### src/rtl/mole_round_ctrl.sv
`default_nettype none
// ============================================================================
// Module   : mole_round_ctrl
// Purpose  : Whack-a-mole round controller. Each round it requests one word
//            from the random generator (oEnb/iValid), waits
//            (iDelay+1)*WAIT_CYC cycles, then shows a mole in the chosen box
//            for a fixed window. A press on the mole's box scores a hit. A
//            press on any other box, or letting the window expire, counts as
//            a miss. The game ends after MAX_MISSES misses.
// Ports    : clk, reset_n            clock / async active-low reset
//            iStart                  start pulse (honoured in IDLE and OVER)
//            oEnb, iValid            generator request / word-valid handshake
//            iBox, iDelay, iColour   generator word fields
//            iHit                    one-hot button presses
//            oMoleOn, oMoleBox,      mole display
//            oMoleColour
//            oScore, oMisses,        game status
//            oGameOver
// Options  : `define SPEEDUP_EN shortens the show window by SHOW_CYC/8 after
//            every hit, with a floor of SHOW_CYC/4. The window resets to
//            SHOW_CYC when a game starts.
// Revision : 1.0 - initial release
// ============================================================================
module mole_round_ctrl #(
    parameter int WAIT_CYC   = 16,
    parameter int SHOW_CYC   = 64,
    parameter int SCORE_W    = 8,
    parameter int MAX_MISSES = 3
) (
    input  logic               clk,
    input  logic               reset_n,
    input  logic               iStart,
    output logic               oEnb,
    input  logic               iValid,
    input  logic [2:0]         iBox,
    input  logic [1:0]         iDelay,
    input  logic [2:0]         iColour,
    input  logic [7:0]         iHit,
    output logic               oMoleOn,
    output logic [2:0]         oMoleBox,
    output logic [2:0]         oMoleColour,
    output logic [SCORE_W-1:0] oScore,
    output logic [3:0]         oMisses,
    output logic               oGameOver
);

    // The timer must hold the larger of the longest wait load and the show
    // load.
    localparam int c_tmr_max = (4 * WAIT_CYC > SHOW_CYC) ? 4 * WAIT_CYC : SHOW_CYC;
    localparam int c_tmr_w   = $clog2(c_tmr_max + 1);

    typedef enum logic [2:0] {
        S_IDLE = 3'd0,
        S_REQ  = 3'd1,
        S_WAIT = 3'd2,
        S_SHOW = 3'd3,
        S_OVER = 3'd4
    } state_t;

    state_t               state_q, state_d;
    logic [c_tmr_w-1:0]   timer_q, timer_d;
    logic [2:0]           box_q, box_d;
    logic [2:0]           colour_q, colour_d;
    logic [SCORE_W-1:0]   score_q, score_d;
    logic [3:0]           misses_q, misses_d;
    logic                 enb_q, enb_d;
    logic                 mole_on_q, mole_on_d;
    logic                 game_over_q, game_over_d;

    logic                 w_hit_ok;
    logic                 w_hit_wrong;
    logic [3:0]           w_misses_inc;
    logic [c_tmr_w-1:0]   w_show_load;

`ifdef SPEEDUP_EN
    localparam int c_len_w = $clog2(SHOW_CYC + 1);
    localparam int c_step  = SHOW_CYC / 8;
    localparam int c_floor = SHOW_CYC / 4;

    logic [c_len_w-1:0]   show_len_q, show_len_d;

    assign w_show_load = c_tmr_w'(show_len_q) - c_tmr_w'(1);
`else
    assign w_show_load = c_tmr_w'(SHOW_CYC - 1);
`endif

    // A correct bit takes priority over any wrong bits pressed in the same
    // cycle.
    assign w_hit_ok     = iHit[box_q];
    assign w_hit_wrong  = (|iHit) && !w_hit_ok;
    assign w_misses_inc = misses_q + 4'd1;

    always_comb begin
        state_d  = state_q;
        timer_d  = timer_q;
        box_d    = box_q;
        colour_d = colour_q;
        score_d  = score_q;
        misses_d = misses_q;
`ifdef SPEEDUP_EN
        show_len_d = show_len_q;
`endif

        case (state_q)
            S_IDLE, S_OVER: begin
                if (iStart) begin
                    score_d  = '0;
                    misses_d = '0;
                    state_d  = S_REQ;
`ifdef SPEEDUP_EN
                    show_len_d = c_len_w'(SHOW_CYC);
`endif
                end
            end

            S_REQ: begin
                if (iValid) begin
                    box_d    = iBox;
                    colour_d = iColour;
                    // Loaded with N-1 so that the mole appears exactly N
                    // cycles after the handshake.
                    timer_d  = c_tmr_w'((int'(iDelay) + 1) * WAIT_CYC - 1);
                    state_d  = S_WAIT;
                end
            end

            S_WAIT: begin
                if (timer_q == '0) begin
                    timer_d = w_show_load;
                    state_d = S_SHOW;
                end else begin
                    timer_d = timer_q - c_tmr_w'(1);
                end
            end

            S_SHOW: begin
                if (w_hit_ok) begin
                    if (score_q != {SCORE_W{1'b1}}) begin
                        score_d = score_q + SCORE_W'(1);
                    end
                    timer_d = '0;
                    state_d = S_REQ;
`ifdef SPEEDUP_EN
                    if (show_len_q >= c_len_w'(c_floor + c_step)) begin
                        show_len_d = show_len_q - c_len_w'(c_step);
                    end else begin
                        show_len_d = c_len_w'(c_floor);
                    end
`endif
                end else if (w_hit_wrong || (timer_q == '0)) begin
                    misses_d = w_misses_inc;
                    timer_d  = '0;
                    state_d  = (w_misses_inc == 4'(MAX_MISSES)) ? S_OVER : S_REQ;
                end else begin
                    timer_d = timer_q - c_tmr_w'(1);
                end
            end

            default: begin
                state_d = S_IDLE;
            end
        endcase

        // Outputs are registered from the next state, so each one changes in
        // the same cycle as the state transition that governs it.
        enb_d       = (state_d == S_REQ);
        mole_on_d   = (state_d == S_SHOW);
        game_over_d = (state_d == S_OVER);
    end

    always_ff @(posedge clk or negedge reset_n) begin
        if (!reset_n) begin
            state_q     <= S_IDLE;
            timer_q     <= '0;
            box_q       <= '0;
            colour_q    <= '0;
            score_q     <= '0;
            misses_q    <= '0;
            enb_q       <= 1'b0;
            mole_on_q   <= 1'b0;
            game_over_q <= 1'b0;
`ifdef SPEEDUP_EN
            show_len_q  <= c_len_w'(SHOW_CYC);
`endif
        end else begin
            state_q     <= state_d;
            timer_q     <= timer_d;
            box_q       <= box_d;
            colour_q    <= colour_d;
            score_q     <= score_d;
            misses_q    <= misses_d;
            enb_q       <= enb_d;
            mole_on_q   <= mole_on_d;
            game_over_q <= game_over_d;
`ifdef SPEEDUP_EN
            show_len_q  <= show_len_d;
`endif
        end
    end

    assign oEnb        = enb_q;
    assign oMoleOn     = mole_on_q;
    assign oMoleBox    = box_q;
    assign oMoleColour = colour_q;
    assign oScore      = score_q;
    assign oMisses     = misses_q;
    assign oGameOver   = game_over_q;

endmodule
`default_nettype wire

### config.mk
export PLATFORM = sky130hd
export DESIGN_NAME = mole_round_ctrl
export DESIGN_NICKNAME = d
export VERILOG_FILES = /design/src/rtl/mole_round_ctrl.sv
export SDC_FILE = /design/constraint.sdc
export NUM_CORES = 1
export LEC_CHECK = 0
export ABC_AREA = 0
export CAP_MARGIN = 20
export CORE_MARGIN = 4
export CORE_UTILIZATION = 53
export DETAILED_ROUTE_END_ITERATION = 10
export PLACE_DENSITY_LB_ADDON = 0.3
export SYNTH_ARGS = -nofsm -noshare
export SYNTH_HDL_FRONTEND = slang
export SYNTH_SLANG_ARGS = --single-unit
### constraint.sdc
create_clock -name clk -period 3.1 [get_ports clk]
set_clock_uncertainty 0.05 [all_clocks]
set_input_delay 0.31 -clock clk [delete_from_list [all_inputs] [get_ports clk]]
set_output_delay 0.31 -clock clk [all_outputs]
set_load 0.01 [all_outputs]
Word level (Yosys, flattened, before mapping) --
Cells that the tools add are included.
Word-level totals: register bits after elaboration 31, input bits 20
Cells by class: add/subtract/negate cells 5, reduce and logical (&&, ||, !) cells 13, multiplexer cells 22, order comparisons 1, equal/unequal tests 15
Operator list (number):
- $mux W7 | 4
- $mux W8 | 3
- $pmux W7 S3 | 1
- $mux W3 | 6
- $pmux W8 S2 | 1
- $sub A7 B1 Y7 const B | 2
- $mux W4 | 3
- $ne A2 B2 Y1 const B | 6
- $pmux W3 S4 | 1
- $eq A3 B2 Y1 const B | 3
- $add A8 B1 Y8 const B | 1
- $ne A8 B8 Y1 const B | 1
- $pmux W4 S2 | 1
- $reduce_and A4 Y1 | 2
- $reduce_or A8 Y1 | 1
- $logic_not A7 Y1 | 1
- $eq A3 B1 Y1 const B | 2
- $eq A3 B3 Y1 const B | 2
- $add A4 B1 Y4 const B | 1
- $eq A4 B2 Y1 const B | 1
- $lt A3 B4 Y1 const B | 1
- $reduce_and A2 Y1 | 2
- $add A2 B1 Y3 const B | 1
- $bmux W1 S3 | 1
- 8 further kinds | 8

Depth between registers and ports, before layout --
depth after elaboration 9, mapped depth 8, mapped depth without buffers 8

Least setup slack after synthesis --
OpenSTA, ideal clock, no wires.
kind register to register, start point register timer_q[0], end point register timer_q[2], path slack 0.954 ns, required time 2.924 ns, arrival 1.970 ns, library setup time 0.126 ns, cell stages (with the launch flop) 8, path through dfrtp_1 > inv_1 > ha_1 > or4b_4 > o311ai_4 > and2_1 > o21ai_1 > a221o_1
On the way: word-level cells in the longest chain between the ends 5, elaborated cells between the ends (all ways) 7, classes of those cells 1 x add/sub; 4 x mux; 2 x reduce/logical
Ends and longest elaborated chain:
- from (decl) | RTL line 61 | logic [c_tmr_w-1:0] timer_q, timer_d;
- from (signal assigned) | RTL line 187 | timer_q <= timer_d;
- parallel branches: the longest is 4 deep, another holds $sub A7 B1 Y7
- $pmux W7 S3 (*) | RTL line 104 | case (state_q)
Every way passes the cells marked *. A chain may end at the register's enable or synchronous reset.

Final worst setup path --
Same ends and word-level chain as after synthesis.

==> results <==
- In this run, the number of DRC markers left after iteration 0 of detailed routing was 80.
- The net count of the finished layout is 238.
- At the worst endpoint, the arrival time is 2540 ps.
- Clock-pin slew was measured on the worst setup and hold paths at 90 ps.
- In this run, synthesis inferred 0 flip-flops with an integrated enable.
- The data required time of the critical path is roughly 3300 ps.
- The final max-slew violation count is 0.
- The run finished with clean final reports.
- The area of the die is 4270 µm².
- The synthesized design spends more area on one cell type than any other, namely sky130_fd_sc_hd__dfrtp_1.
- The maximum number of buffers from clock root to sink is 2.
- For the pin with the worst max-slew slack, the measured transition is roughly 610 ps.
- Dividing the final minimum period by the clock period gives 0.763.
- The number of global-route vias before repair is 1394.
- For this run, the detailed router's first-pass iteration total came to 4.
- For this design the ratio of total power to cell area is about 760 nW/µm².
- The number of buffers added for setup after CTS is 0.
- Each instance of the synthesized netlist takes up on average 10.3 µm².
- STA classifies the critical path endpoint as a register.
- In the routed layout, each cell is associated on average with a via count of about 5.7.
- In the final layout, the share of cells above drive strength 1 is 0.135.
- The worst hold path belongs to the class input port to async pin.
- The number of H-tree levels is 2.
- TritonCTS built the clock tree.
- The number of hold violations in the final report is 0.
- The total power draw is 1.68 mW.
- After synthesis the netlist holds a flip-flop and latch count of 31.
- The startpoint type of the worst setup path is a register.
- The number of nets in the synthesized netlist is roughly 190.
- The synthesized netlist contains 46 unique library cells.
- The met2 usage in global routing is 0.325.
- The placer's final routability congestion estimate is approximately 0.88.
- The buffer cell driving the clock tree root is sky130_fd_sc_hd__clkbuf_4.
- For this run, global-route usage on met3 was measured as 0.0564.
- Across the run, the number of max-cap violations was 0.
- In this run the cell area measured after placement is 2160 µm².
- The maximum clock frequency is 0.423 GHz.
- The leading register cell type out of synthesis is sky130_fd_sc_hd__dfrtp_1.
- The total overflow left after global routing is 0.
- The number of buffers added by the clock tree synthesis step is 5.
- Setup repair after global routing left no endpoint under its margin.
- Counting flops with an async set or reset pin after synthesis yields a share of 1.00.
- Counting every sink on the clock net gives 31.
- The number of placed instances, taps included, is about 250.
- The pin count of the biggest net entering global routing is 32.
- The count of cells resized by post-cts repair is 0.
- The number of inserted filler cells in the final layout is 260.
- The synthesis-to-finish area growth is 27.6%.
- The leakage power is between 0.9 and 1 nW.
- For the final routed database, the setup TNS stands at 0 ps.
- 0 antenna diodes ended up in the layout.
- The I/O pin count is 41.
- The share of synthesized area in the top cell type comes to 0.445.
- The quantity of I/O buffers inserted on ports is 40.
- The core region is ~3100 µm².
- The global-route wire length before repair is 6560 µm.
- The worst-case headroom to the max-slew limit is 0.589.
- The final worst-path setup slack is 736 ps.
- The final wirelength is between 3000 and 4000 µm.
- After routing the design area is 2230 µm².
- For this run, the register share of the synthesized area comes to 0.445.
- In the final routed layout, each cell accounts on average for 15.3 µm.
- The smallest clock period supported by the final layout is computed as ~2400 ps.
- The number of setup violations in the final report is 0.
- The vertical die dimension is 65.4 µm.
- The setup path with the least slack is of type register to register.
- The insertion delay of the later-clocked pin in the worst-skew pair is 340 ps.
- The routed via count is 1485.
- In this run the most used layer during global routing was met2.
- For this run, design rule violations remaining after detail routing come to 0.
- Yosys attributes the largest share of cell area to sky130_fd_sc_hd__dfrtp_1, sky130_fd_sc_hd__mux2_2, sky130_fd_sc_hd__a21oi_1.
- The cell area after synthesis is 1740 µm².
- The hold buffer count at CTS is 0.
- The count of warnings emitted by yosys is 0.
- The total routing resource utilization after global routing is 0.204.
- In this run the worst path has a maximum fanout of 6.
- The detail route stage leaves a number of antenna-violating nets equal to 0.
- Measured along the x axis, the die boundary spans 65.4 µm.
- The cell count after synthesis came out at 170.
- In this run the core area contains 20 standard-cell rows.
- The sum of net half-perimeters after detailed placement is 3020 µm.
- The met1 layer usage reported by global route is 0.256.
- For this run, the number of standard cells in the final layout without fillers is 259.
- The initial antenna violation count is 0.
- VDD sags by at most ~0.5 mV.
- The post-placement setup slack is 724 ps.
- The starting density of the core is 0.562.
==> power by group <==
group	internal [mW]	switching (mW)
logic	0.370	0.370
registers	0.525	0.154
clock network	0.133	0.132
total	1.03	0.656
==> cell type report <==
type                    instances  area, µm²  area share
clock buffers                   8       68.8      0.0309
inverters                      10       37.5      0.0169
multi-input cells             124        873       0.392
flip-flops and latches         31        776       0.349
well taps                      44       55.1      0.0247
repair buffers                 42        415       0.187
==> final timing paths <==
kind	startpoint	cells after the start	slack (ps)	endpoint
max	timer_q[0]	7	740	timer_q[2]
min reg2reg	oMoleColour[2]	1	460	oMoleColour[2]
min	reset_n	2	300	oScore[4]
max reg2reg	timer_q[0]	7	740	timer_q[2]
max in group asynchronous	reset_n	2	2410	timer_q[0]
min in group clk	oMoleColour[2]	1	460	oMoleColour[2]
==> synthesized netlist by cell type (all sizes together) (3+ instances only) <==
cell / n
dfrtp: 31
a21oi: 13
o21ai: 13
nor2: 11
inv: 10
nand3: 9
nor3: 7
or3: 7
mux2: 6
nand2: 6
mux2i: 5
and3: 4
buf: 4
ha: 4
a31oi: 3
nand3b: 3
nor4: 3
o21a: 3
==> state kept, by name, summed over array words and instances (netlist names) <==
signal,cells
oMoleColour,3
state_q,3
oMoleOn,1
oScore,8
timer_q,7
oMisses,4
oMoleBox,3
oGameOver,1
oEnb,1
==> through the flow <==
stage,hold slack [ps],util
floorplan,-35.6,-
global placement,439,0.695
detailed placement,446,0.695
CTS,306,0.717
global route,336,0.717
finish,300,0.717
==> routing by layer <==
metal | up-vias | part of all wire
met1 | 707 | 0.43
met5 | - | 0
met2 | 47 | 0.48
li1 | 724 | -
met4 | 0 | 0.019
met3 | 7 | 0.073
==> layout by cell type (no fill, tap or decap), types with 2 or more instances in the layout <==
cell / instances
sky130_fd_sc_hd__clkbuf_4: 5
sky130_fd_sc_hd__o211ai_1: 2
sky130_fd_sc_hd__nand2_1: 6
sky130_fd_sc_hd__and3_2: 3
sky130_fd_sc_hd__dfrtp_1: 31
sky130_fd_sc_hd__a31o_2: 2
sky130_fd_sc_hd__or3_1: 7
sky130_fd_sc_hd__clkbuf_8: 2
sky130_fd_sc_hd__a31oi_1: 3
sky130_fd_sc_hd__nor4_1: 3
sky130_fd_sc_hd__o21ai_0: 12
sky130_fd_sc_hd__buf_4: 2
sky130_fd_sc_hd__nand2b_1: 2
sky130_fd_sc_hd__nor3_1: 6
sky130_fd_sc_hd__nand3_1: 8
sky130_fd_sc_hd__nor2_1: 11
sky130_fd_sc_hd__mux2i_1: 5
sky130_fd_sc_hd__o21a_1: 3
sky130_fd_sc_hd__ha_1: 4
sky130_fd_sc_hd__nor2b_1: 2
sky130_fd_sc_hd__inv_1: 10
sky130_fd_sc_hd__mux2_2: 6
sky130_fd_sc_hd__clkdlybuf4s50_1: 40
sky130_fd_sc_hd__nand3b_1: 3
sky130_fd_sc_hd__a21oi_1: 13
==> cells by family after synthesis <==
logic type | synth area share
adders and majority gates | 0.0287
AOI/OAI and AO/OA | 0.202
DFF | 0.445
xor gates and xnor gates | 0.00502
and+or+nand+nor | 0.184
muxes | 0.0803
buffers and inverters | 0.0545
==> worst max-delay path, stage by stage (launching register included) <==
cell                       delay, ps
sky130_fd_sc_hd__dfrtp_1         420
sky130_fd_sc_hd__inv_1            90
sky130_fd_sc_hd__ha_1            220
sky130_fd_sc_hd__or4b_4          510
sky130_fd_sc_hd__o311ai_4        360
sky130_fd_sc_hd__and2_1          230
sky130_fd_sc_hd__o21ai_1          70
sky130_fd_sc_hd__a221o_1         300
(Power assumes the default switching activity.)
